<file path="config.mk">
export PLATFORM = sky130hd
export DESIGN_NAME = bill_settle
export DESIGN_NICKNAME = d
export VERILOG_FILES = /design/src/rtl/bill_settle.sv
export SDC_FILE = /design/constraint.sdc
export NUM_CORES = 1
export LEC_CHECK = 0
export CAP_MARGIN = 30
export CORE_ASPECT_RATIO = 0.8
export CORE_MARGIN = 8
export CORE_UTILIZATION = 50
export DETAILED_ROUTE_END_ITERATION = 10
export DONT_BUFFER_PORTS = 1
export MAX_ROUTING_LAYER = met4
export PLACE_DENSITY_LB_ADDON = 0.3
export SLEW_MARGIN = 20
export SYNTH_ARGS = -nofsm -noshare
export SYNTH_HDL_FRONTEND = slang
export SYNTH_SLANG_ARGS = --single-unit
</file>
<file path="constraint.sdc">
create_clock -name clk_i -period 7.45 [get_ports clk_i]
set_clock_uncertainty 0.1 [all_clocks]
set_input_delay 1.1175 -clock clk_i [delete_from_list [all_inputs] [get_ports clk_i]]
set_output_delay 1.1175 -clock clk_i [all_outputs]
set_load 0.01 [all_outputs]
</file>
<file path="src/rtl/bill_settle.sv">
// rtl/bill_settle.sv - settlement stage: BCD charge, balance deduction, debt loop and display
module bill_settle #(
  parameter int SCAN_DIV = 100000,
  parameter int BUZZ_DIV = 25000000
) (
  input  logic        clk_i,
  input  logic        rst_ni,
  input  logic        en_i,
  input  logic        m_pos_i,
  input  logic        u_pos_i,
  input  logic        d_pos_i,
  input  logic [1:0]  mode_i,
  input  logic [11:0] bal_in_i,
  input  logic [11:0] dy_price_i,
  input  logic [11:0] s_price_i,
  input  logic [11:0] m_price_i,
  input  logic [11:0] b_price_i,
  input  logic [11:0] fine_i,
  input  logic [3:0]  ot_units_i,
  output logic [11:0] charge_o,
  output logic [11:0] bal_out_o,
  output logic        next_o,
  output logic        buzzer_o,
  output logic [7:0]  led_o,
  output logic [3:0]  ena_o,
  output logic [7:0]  st_light_o,
  output logic [7:0]  wt_light_o
);

  localparam int SW = $clog2(SCAN_DIV + 1);
  localparam int BW = $clog2(BUZZ_DIV + 1);
  localparam logic [SW-1:0] SCAN_LAST = SW'(SCAN_DIV - 1);
  localparam logic [BW-1:0] BUZZ_LAST = BW'(BUZZ_DIV - 1);

  typedef enum logic [2:0] {
    S_IDLE, S_LOAD, S_ACC, S_CMP, S_PAID, S_DEBT
  } state_t;

  state_t         state_q;
  logic [11:0]    acc_q, work_q, base_q, fine_q, charge_q, bal_q;
  logic [3:0]     cnt_q;
  logic [SW-1:0]  scan_cnt_q;
  logic [1:0]     digit_q;
  logic [BW-1:0]  buzz_cnt_q;
  logic           buzzer_q;

  // Any digit above 9 is forced to 9 so downstream arithmetic only sees valid BCD.
  function automatic logic [11:0] bcd_clamp(input logic [11:0] v);
    logic [11:0] r;
    r = '0;
    for (int i = 0; i < 3; i++)
      r[4*i +: 4] = (v[4*i +: 4] > 4'd9) ? 4'd9 : v[4*i +: 4];
    return r;
  endfunction

  // Three-digit BCD add; a carry out of the hundreds digit saturates to 999.
  function automatic logic [11:0] bcd_add_sat(input logic [11:0] a, input logic [11:0] b);
    logic [11:0] r;
    logic        c;
    logic [4:0]  s;
    r = '0;
    c = 1'b0;
    for (int i = 0; i < 3; i++) begin
      s = {1'b0, a[4*i +: 4]} + {1'b0, b[4*i +: 4]} + {4'd0, c};
      if (s > 5'd9) begin
        r[4*i +: 4] = 4'(s - 5'd10);
        c = 1'b1;
      end else begin
        r[4*i +: 4] = s[3:0];
        c = 1'b0;
      end
    end
    return c ? 12'h999 : r;
  endfunction

  // Three-digit BCD subtract; caller guarantees a >= b.
  function automatic logic [11:0] bcd_sub(input logic [11:0] a, input logic [11:0] b);
    logic [11:0] r;
    logic        bw;
    logic [4:0]  d;
    r  = '0;
    bw = 1'b0;
    for (int i = 0; i < 3; i++) begin
      d = {1'b0, a[4*i +: 4]} - {1'b0, b[4*i +: 4]} - {4'd0, bw};
      if (d[4]) begin
        r[4*i +: 4] = 4'(d + 5'd10);
        bw = 1'b1;
      end else begin
        r[4*i +: 4] = d[3:0];
        bw = 1'b0;
      end
    end
    return r;
  endfunction

  function automatic logic [7:0] seg7(input logic [3:0] d);
    case (d)
      4'd0:    return 8'h3F;
      4'd1:    return 8'h06;
      4'd2:    return 8'h5B;
      4'd3:    return 8'h4F;
      4'd4:    return 8'h66;
      4'd5:    return 8'h6D;
      4'd6:    return 8'h7D;
      4'd7:    return 8'h07;
      4'd8:    return 8'h7F;
      default: return 8'h6F;
    endcase
  endfunction

  logic [11:0] price_d, acc_sum_d, work_up_d, work_dn_tmp, work_dn_d, work_adj_d;
  logic [3:0]  ot_clamp_d;

  // Next-value datapath: selected price, fine accumulation and debt-loop balance adjustment.
  always_comb begin
    case (mode_i)
      2'd0:    price_d = dy_price_i;
      2'd1:    price_d = s_price_i;
      2'd2:    price_d = m_price_i;
      default: price_d = b_price_i;
    endcase
    ot_clamp_d  = (ot_units_i > 4'd9) ? 4'd9 : ot_units_i;
    acc_sum_d   = bcd_add_sat(acc_q, fine_q);
    work_up_d   = bcd_add_sat(work_q, 12'h010);
    work_dn_tmp = bcd_sub(work_q, 12'h010);
    work_dn_d   = base_q;
    if (work_q >= 12'h010 && work_dn_tmp >= base_q)
      work_dn_d = work_dn_tmp;
    work_adj_d = work_q;
    if (u_pos_i && !d_pos_i)
      work_adj_d = work_up_d;
    else if (d_pos_i && !u_pos_i)
      work_adj_d = work_dn_d;
  end

  // Settlement FSM with its working registers, scan counter and buzzer generator.
  always_ff @(posedge clk_i or negedge rst_ni) begin
    if (!rst_ni) begin
      state_q    <= S_IDLE;
      acc_q      <= '0;
      work_q     <= '0;
      base_q     <= '0;
      fine_q     <= '0;
      charge_q   <= '0;
      bal_q      <= '0;
      cnt_q      <= '0;
      scan_cnt_q <= '0;
      digit_q    <= '0;
      buzz_cnt_q <= '0;
      buzzer_q   <= 1'b0;
    end else if (!en_i) begin
      state_q    <= S_IDLE;
      acc_q      <= '0;
      work_q     <= '0;
      base_q     <= '0;
      fine_q     <= '0;
      charge_q   <= '0;
      bal_q      <= '0;
      cnt_q      <= '0;
      scan_cnt_q <= '0;
      digit_q    <= '0;
      buzz_cnt_q <= '0;
      buzzer_q   <= 1'b0;
    end else begin
      // Digit scan free-runs while enabled; LOAD overrides it below to restart at digit 3.
      if (scan_cnt_q == SCAN_LAST) begin
        scan_cnt_q <= '0;
        digit_q    <= digit_q - 2'd1;
      end else begin
        scan_cnt_q <= scan_cnt_q + 1'b1;
      end

      case (state_q)
        S_IDLE: state_q <= S_LOAD;
        S_LOAD: begin
          acc_q      <= bcd_clamp(price_d);
          fine_q     <= bcd_clamp(fine_i);
          work_q     <= bcd_clamp(bal_in_i);
          base_q     <= bcd_clamp(bal_in_i);
          cnt_q      <= ot_clamp_d;
          scan_cnt_q <= '0;
          digit_q    <= 2'd3;
          // With no overtime there is nothing to add, so the ACC cycle is skipped.
          state_q    <= (ot_clamp_d == 4'd0) ? S_CMP : S_ACC;
        end
        S_ACC: begin
          if (cnt_q != 4'd0) begin
            acc_q <= acc_sum_d;
            cnt_q <= cnt_q - 4'd1;
          end
          if (cnt_q <= 4'd1)
            state_q <= S_CMP;
        end
        S_CMP: begin
          charge_q <= acc_q;
          if (work_q >= acc_q) begin
            bal_q   <= bcd_sub(work_q, acc_q);
            state_q <= S_PAID;
          end else begin
            bal_q   <= work_q;
            state_q <= S_DEBT;
          end
        end
        S_PAID: state_q <= S_PAID;
        S_DEBT: begin
          work_q <= work_adj_d;
          if (m_pos_i) begin
            state_q    <= S_CMP;
            buzz_cnt_q <= '0;
            buzzer_q   <= 1'b0;
          end else if (buzz_cnt_q == BUZZ_LAST) begin
            buzz_cnt_q <= '0;
            buzzer_q   <= ~buzzer_q;
          end else begin
            buzz_cnt_q <= buzz_cnt_q + 1'b1;
          end
        end
        default: state_q <= S_IDLE;
      endcase
    end
  end

  logic [11:0] disp_val;
  logic [7:0]  letter;
  logic [3:0]  wt_level;

  // Output decode from registered state: lights, water bar and the multiplexed display.
  always_comb begin
    charge_o   = charge_q;
    bal_out_o  = bal_q;
    buzzer_o   = buzzer_q;
    next_o     = en_i && (state_q == S_PAID);
    st_light_o = {4'd0, state_q == S_DEBT, state_q == S_PAID, state_q == S_CMP,
                  (state_q == S_LOAD) || (state_q == S_ACC)};
    wt_level   = (cnt_q > 4'd8) ? 4'd8 : cnt_q;
    wt_light_o = (state_q == S_ACC) ? 8'((16'd1 << wt_level) - 16'd1) : 8'd0;

    case (state_q)
      S_PAID: begin
        letter   = 8'h73;
        disp_val = bal_q;
      end
      S_DEBT: begin
        letter   = 8'h5E;
        disp_val = (work_q >= acc_q) ? 12'h000 : bcd_sub(acc_q, work_q);
      end
      default: begin
        letter   = 8'h40;
        disp_val = acc_q;
      end
    endcase

    if (state_q == S_IDLE) begin
      ena_o = 4'd0;
      led_o = 8'd0;
    end else begin
      ena_o = 4'b0001 << digit_q;
      case (digit_q)
        2'd3:    led_o = letter;
        2'd2:    led_o = seg7(disp_val[11:8]);
        2'd1:    led_o = seg7(disp_val[7:4]);
        default: led_o = seg7(disp_val[3:0]);
      endcase
    end
  end

endmodule

</file>
### Word-level counts from Yosys, hierarchy flattened

Memory sizes are Yosys's and may differ from the RTL's.
Index checks and enable logic that the tools add are counted.
Widths: inputs -> output; s select.

| word-level totals | value |
|---|---|
| flip-flop bits (word level) | 124 |
| memory bits (read-only) | 336 |
| input bits | 84 |
| output and inout port bits | 54 |
| logic and storage cells | 214 |
| memories | 3 |

Memory list:

| memory | depth | width | read ports | clocked after Yosys merged registers in | wr ports | RTL line | text |
|---|---|---|---|---|---|---|---|
| (no name shown) | 16 | 7 | 1 | 0 | 0 | 97 | `case (d)` |
| (no name shown) | 16 | 7 | 1 | 0 | 0 | 97 |  |
| (no name shown) | 16 | 7 | 1 | 0 | 0 | 97 |  |

| cells by class | value |
|---|---|
| add/subtract/negate cells | 39 |
| order comparisons | 21 |
| equal/unequal tests | 25 |
| shifts and indexed selects | 2 |
| mux-type cells | 94 |
| bitwise gates (word level) | 1 |
| reduce and logical (&&, ||, !) cells | 16 |

Operators with widths:

| cell | number |
|---|---|
| $mux 12 | 18 |
| $mux 4 | 28 |
| $mux 25 | 4 |
| $pmux 12 s2 | 3 |
| $mux 17 | 3 |
| $gt 4x4->1 const B | 12 |
| $pmux 12 s3 | 1 |
| $add 4x4->4 const B | 8 |
| $sub 4x4->5 | 6 |
| $add 25x1->25 const B | 1 |
| $eq 25x25->1 const B | 1 |
| $gt 5x4->1 const B | 5 |
| $mux 1 | 25 |
| $ge 12x12->1 | 2 |
| $pmux 8 s3 | 1 |
| $sub 4x4->4 const B | 6 |
| $sub 5x1->5 | 4 |
| $pmux 3 s6 | 1 |
| $add 17x1->17 const B | 1 |
| $eq 17x17->1 const B | 1 |
| $mux 8 | 2 |
| $add 4x4->5 | 3 |
| $add 5x1->5 | 3 |
| $ge 12x5->1 const B | 1 |
| other kinds (35) | 58 |

### Longest topological paths before layout

| depth | value |
|---|---|
| depth after elaboration | 16 |
| gate-level depth with buffers | 26 |
| gate-level depth less buffers | 26 |

### Worst setup path before layout

OpenSTA, ideal clock, no wires.

| path | value |
|---|---|
| path kind | register to output |
| start | register acc_q[0] |
| end | output port led_o[6] |
| arrival time | 5.637 ns |
| data required time | 6.233 ns |
| slack | 0.595 ns |
| cell stages (with the launch flop) | 26 |
| buffers on the path | 0 |
| cell sequence | dfrtp_1 inv_1 ha_1 inv_1 fa_1 a21o_1 a21o_4 fa_1 fa_1 nor2b_1 a2bb2oi_1 and2_1 xnor2_1 ha_1 a21o_1 fa_1 or2b_1 nand2_1 ha_1 nor3b_1 a21oi_1 o221ai_1 a21oi_2 mux2i_1 o21ai_1 a311oi_1 |

| on the way | value |
|---|---|
| longest elaborated chain between the ends | 14 |
| elaborated cells between the ends (all ways) | 21 |
| classes of those cells | 6 x add/sub; 1 x order compare; 11 x mux; 3 x memory |

Ends and longest elaborated chain:

| item | RTL line | text |
|---|---|---|
| start: declaration | 40 | `logic [11:0] acc_q, work_q, base_q, fine_q, charge_q, bal_q;` |
| start signal: assignment | 176 | `acc_q <= bcd_clamp(price_d);` |
| start signal: assignment | 188 | `acc_q <= acc_sum_d;` |
| $sub 4x4->5 | 84 | `d = {1'b0, a[4*i +: 4]} - {1'b0, b[4*i +: 4]} - {4'd0, bw};` |
| $mux 1 | 85 | `if (d[4]) begin` |
| $mux 1 | 238 | `case (state_q)` |
| $sub 5x1->5 | 84 |  |
| $mux 1 | 85 |  |
| $mux 1 | 238 |  |
| $sub 5x1->5 | 84 |  |
| $add 4x4->4 | 86 | `r[4*i +: 4] = 4'(d + 5'd10);` |
| $mux 4 | 85 |  |
| $mux 12 | 245 | `disp_val = (work_q >= acc_q) ? 12'h000 : bcd_sub(acc_q, work_q);` |
| $pmux 12 s2 (*) | 238 |  |
| $mem_v2 16x7 | -- |  |
| $pmux 8 s3 (*) | 258 | `case (digit_q)` |
| $mux 8 (*) | 253 | `if (state_q == S_IDLE) begin` |
| end: declaration | 24 | `output logic [7:0] led_o,` |

Every way passes the cells marked *; elsewhere a longest branch is shown, timed or not. The select of a mux whose other input is x is not followed.

### Final worst setup path

Same ends and word-level chain as after synthesis.

==> run summary <==
Fmax achieved - 0.139 GHz
first-pass GRT wire length - 49,200 microns
worst skew pair latency - 0.43 ns
crit path launch - acc_q[0]
Sw Pwr - 3.11 mW
worst endpoint data arrival time - 6.00 ns
crit-path max cell delay - 0.42 ns
Root Driver - clkbuf_16
H-tree levels - 4
PortBufs - 0
Distinct cells, synth - 85
CP Max Fanout - 4
CP Buf/Inv Count - 3
internal power - 3.09 mW
share of layout cells above drive strength 1 - 8.88%
placer's final routability congestion estimate - 0.928
number of synthesized flops with an enable pin - 0
HP Class - input port to async pin
critical path class - register to output pin
Core ar. - 21,400 sq um
Rel. slew slack - 36.4%
Clock Sinks - 124
Routed Antenna Nets - 0
Global Route Usage Sum - 23.6%
post-place setup slack - 0.151 ns
startpoint types - register
most frequent cells in the layout - nand2_1 (125), dfrtp_1 (124), nor2_1 (113), ha_1 (111), a21oi_1 (105)
status - complete, no violations
Max-cap violations - 0
Hold Buf Count CTS - 0
Ys Warns - 0
Die H - 148 microns
die area - 26,600 sq um
part of the power in registers - 15.6%
final hold slack - 0.292 ns
DR vias - 9,371
ranking of synthesized cells by area - dfrtp_1 (29%), ha_1 (13%), a21oi_1 (4.9%)
min Tclk post-route - 7.22 ns
starting density of the core - 50.6%
vias in the first global route - 9,138
initial antenna violation count - 1
per-cell routed wire length - 19.9 microns
Slowest-stage cell, CP - fa_2
Mapped Area - 10,800 sq um
main flop type after synthesis - dfrtp_1
CP top delay family - adder cells
layout overhead on the synthesized area - 8.80%
drt via density - 6.10
Final Slew Violations - 0
final core utilization - 55.1%
die width - 180 microns
worst slew pin tran - 0.954 ns
pwr/cell area - 526 nW/um^2
Initial DRC Count - 886
Yosys reg bits - 124
critical path endpoint category - output pin
total CTS buffers - 17
Tot Pwr - 6.20 mW
Post-DP HPWL - 22,700 microns
final cycle utilization of the critical path - 96.9%
Final setup viols - 0
VDD IR max - 0.000275 V
Seq/Total Area, Yosys - 28.7%
Post-Synthesis Cells - 1,267
gr ovfl total - 0
Leakage - 5.15 nW
Final Hold Fails - 0
CTS tree - built
nets - 1,458
Initial DRT Pass Iterations - 5
Rows - 48
Worst R2R Start - acc_q[1]
CTS Buffer Depth - 2
library cell with the largest summed area after synthesis - dfrtp_1
WL final - 30,600 microns
combinational power share - 70.3%
# DRC - 0
Switching Fraction - 50.2%
setup ws final - 0.234 ns
Top Ports - 138
clock share of power - 14.1%
ys async rst share - 100%
commonest non-fill, non-tap cell in the layout - nand2_1
largest net degree at the start of global routing - 125
Avg Inst Size Synth - 8.54 sq um
Reg clk slew, reported paths - 0.06 ns
required time of the worst setup path - 6.23 ns
Crit path top cell by count - fa_2
setup TNS - 0 ns
top-area cell type share of the netlist area - 28.7%
-- power groups by stage --
stage | clock [mW] | sequential [mW] | combinational (mW)
2_1_floorplan | 0 | 0.905 | 3.28
3_3_place_gp | 0 | 0.975 | 3.99
3_5_place_dp | 0 | 0.979 | 4.09
4_1_cts | 0.886 | 0.967 | 4.17
5_1_grt | 0.916 | 0.988 | 4.82
6_report | 0.875 | 0.968 | 4.36
-- cell type report --
type / count / area [sq um]
clock inverters: 14 / 174
multi-input cells: 991 / 7200
fillers: 1964 / 9610
clock buffers: 18 / 439
well taps: 275 / 344
inverters: 93 / 349
flip-flops and latches: 124 / 3100
diodes: 1 / 2.50
repair buffers: 21 / 165
-- flip-flops by register name, indices dropped and copies added (netlist names) --
name	cells
buzz_cnt_q	25
scan_cnt_q	17
acc_q	12
bal_out_o	12
base_q	12
charge_o	12
fine_q	12
work_q	12
cnt_q	4
state_q	3
digit_q	2
buzzer_o	1
-- cell usage after synthesis, types with 18 or more instances --
master    number
nor2_1       114
and3_1        18
mux2i_1       20
a211oi_1      24
nand2_1      125
xnor2_1       35
dfrtp_1      124
o21ai_0       75
a21oi_1      105
inv_1         92
clkbuf_1      38
a21o_1        20
nand3_1       26
ha_1         112
xor2_1        39
-- repair_timing --
action,in CTS,in global routing
pin swaps,4,8
resized for setup,6,15
setup endpoints to repair,7,7
hold endpoints to repair,0,0
setup buffers,3,3
-- cells by family (layout without fill, tap and decap cells) --
| group | Yosys count | count (layout) | synth area share, % |
|---|---|---|---|
| AOI/OAI and AO/OA | 348 | 348 | 21.2 |
| adders and majority gates | 126 | 126 | 15.5 |
| DFF | 124 | 124 | 28.7 |
| other | 1 | 6 | 0.0347 |
| muxes | 33 | 33 | 4.45 |
| xor gates and xnor gates | 75 | 75 | 6.20 |
| and+or+nand+nor | 404 | 404 | 18.0 |
| buffers and inverters | 156 | 146 | 5.88 |
-- routing by layer --
| metal | vias to the layer above | track usage, % | share of wire (%) |
|---|---|---|---|
| met5 | - | - | 0 |
| met4 | 0 | 6.11 | 1.4 |
| met3 | 38 | 5.47 | 8.3 |
| met2 | 357 | 34.5 | 43 |
| met1 | 4509 | 32.5 | 47 |
| li1 | 4467 | - | - |
-- through the flow --
stage / std cells / instance area (sq um)
final: 1537 / 11800
after global routing: 1537 / 11800
after CTS: 1533 / 11700
after detailed placement: 1498 / 11000
after global placement: 1497 / 11000
after floorplan: 1271 / 10800
-- worst register-to-register path: cells and delay by family (launching register included) --
kind            cells  cell delay [ns]
flops               1             0.38
xor+xnor            2             0.67
fa+ha+maj           7             2.34
compound gates      9             2.44
buf+inv             4             0.47
-- path summary, 6_finish.rpt --
check / to / slack, ns / cells after the start
max in group asynchronous: bal_out_o[8] / 6.69 / 0
min: scan_cnt_q[14] / 0.29 / 0
max reg2reg: acc_q[1] / 0.91 / 22
min in group clk_i: scan_cnt_q[0] / 0.39 / 1
min reg2reg: scan_cnt_q[0] / 0.39 / 1
max: led_o[6] / 0.23 / 26
Note: power is estimated with default switching activity, not from simulation.
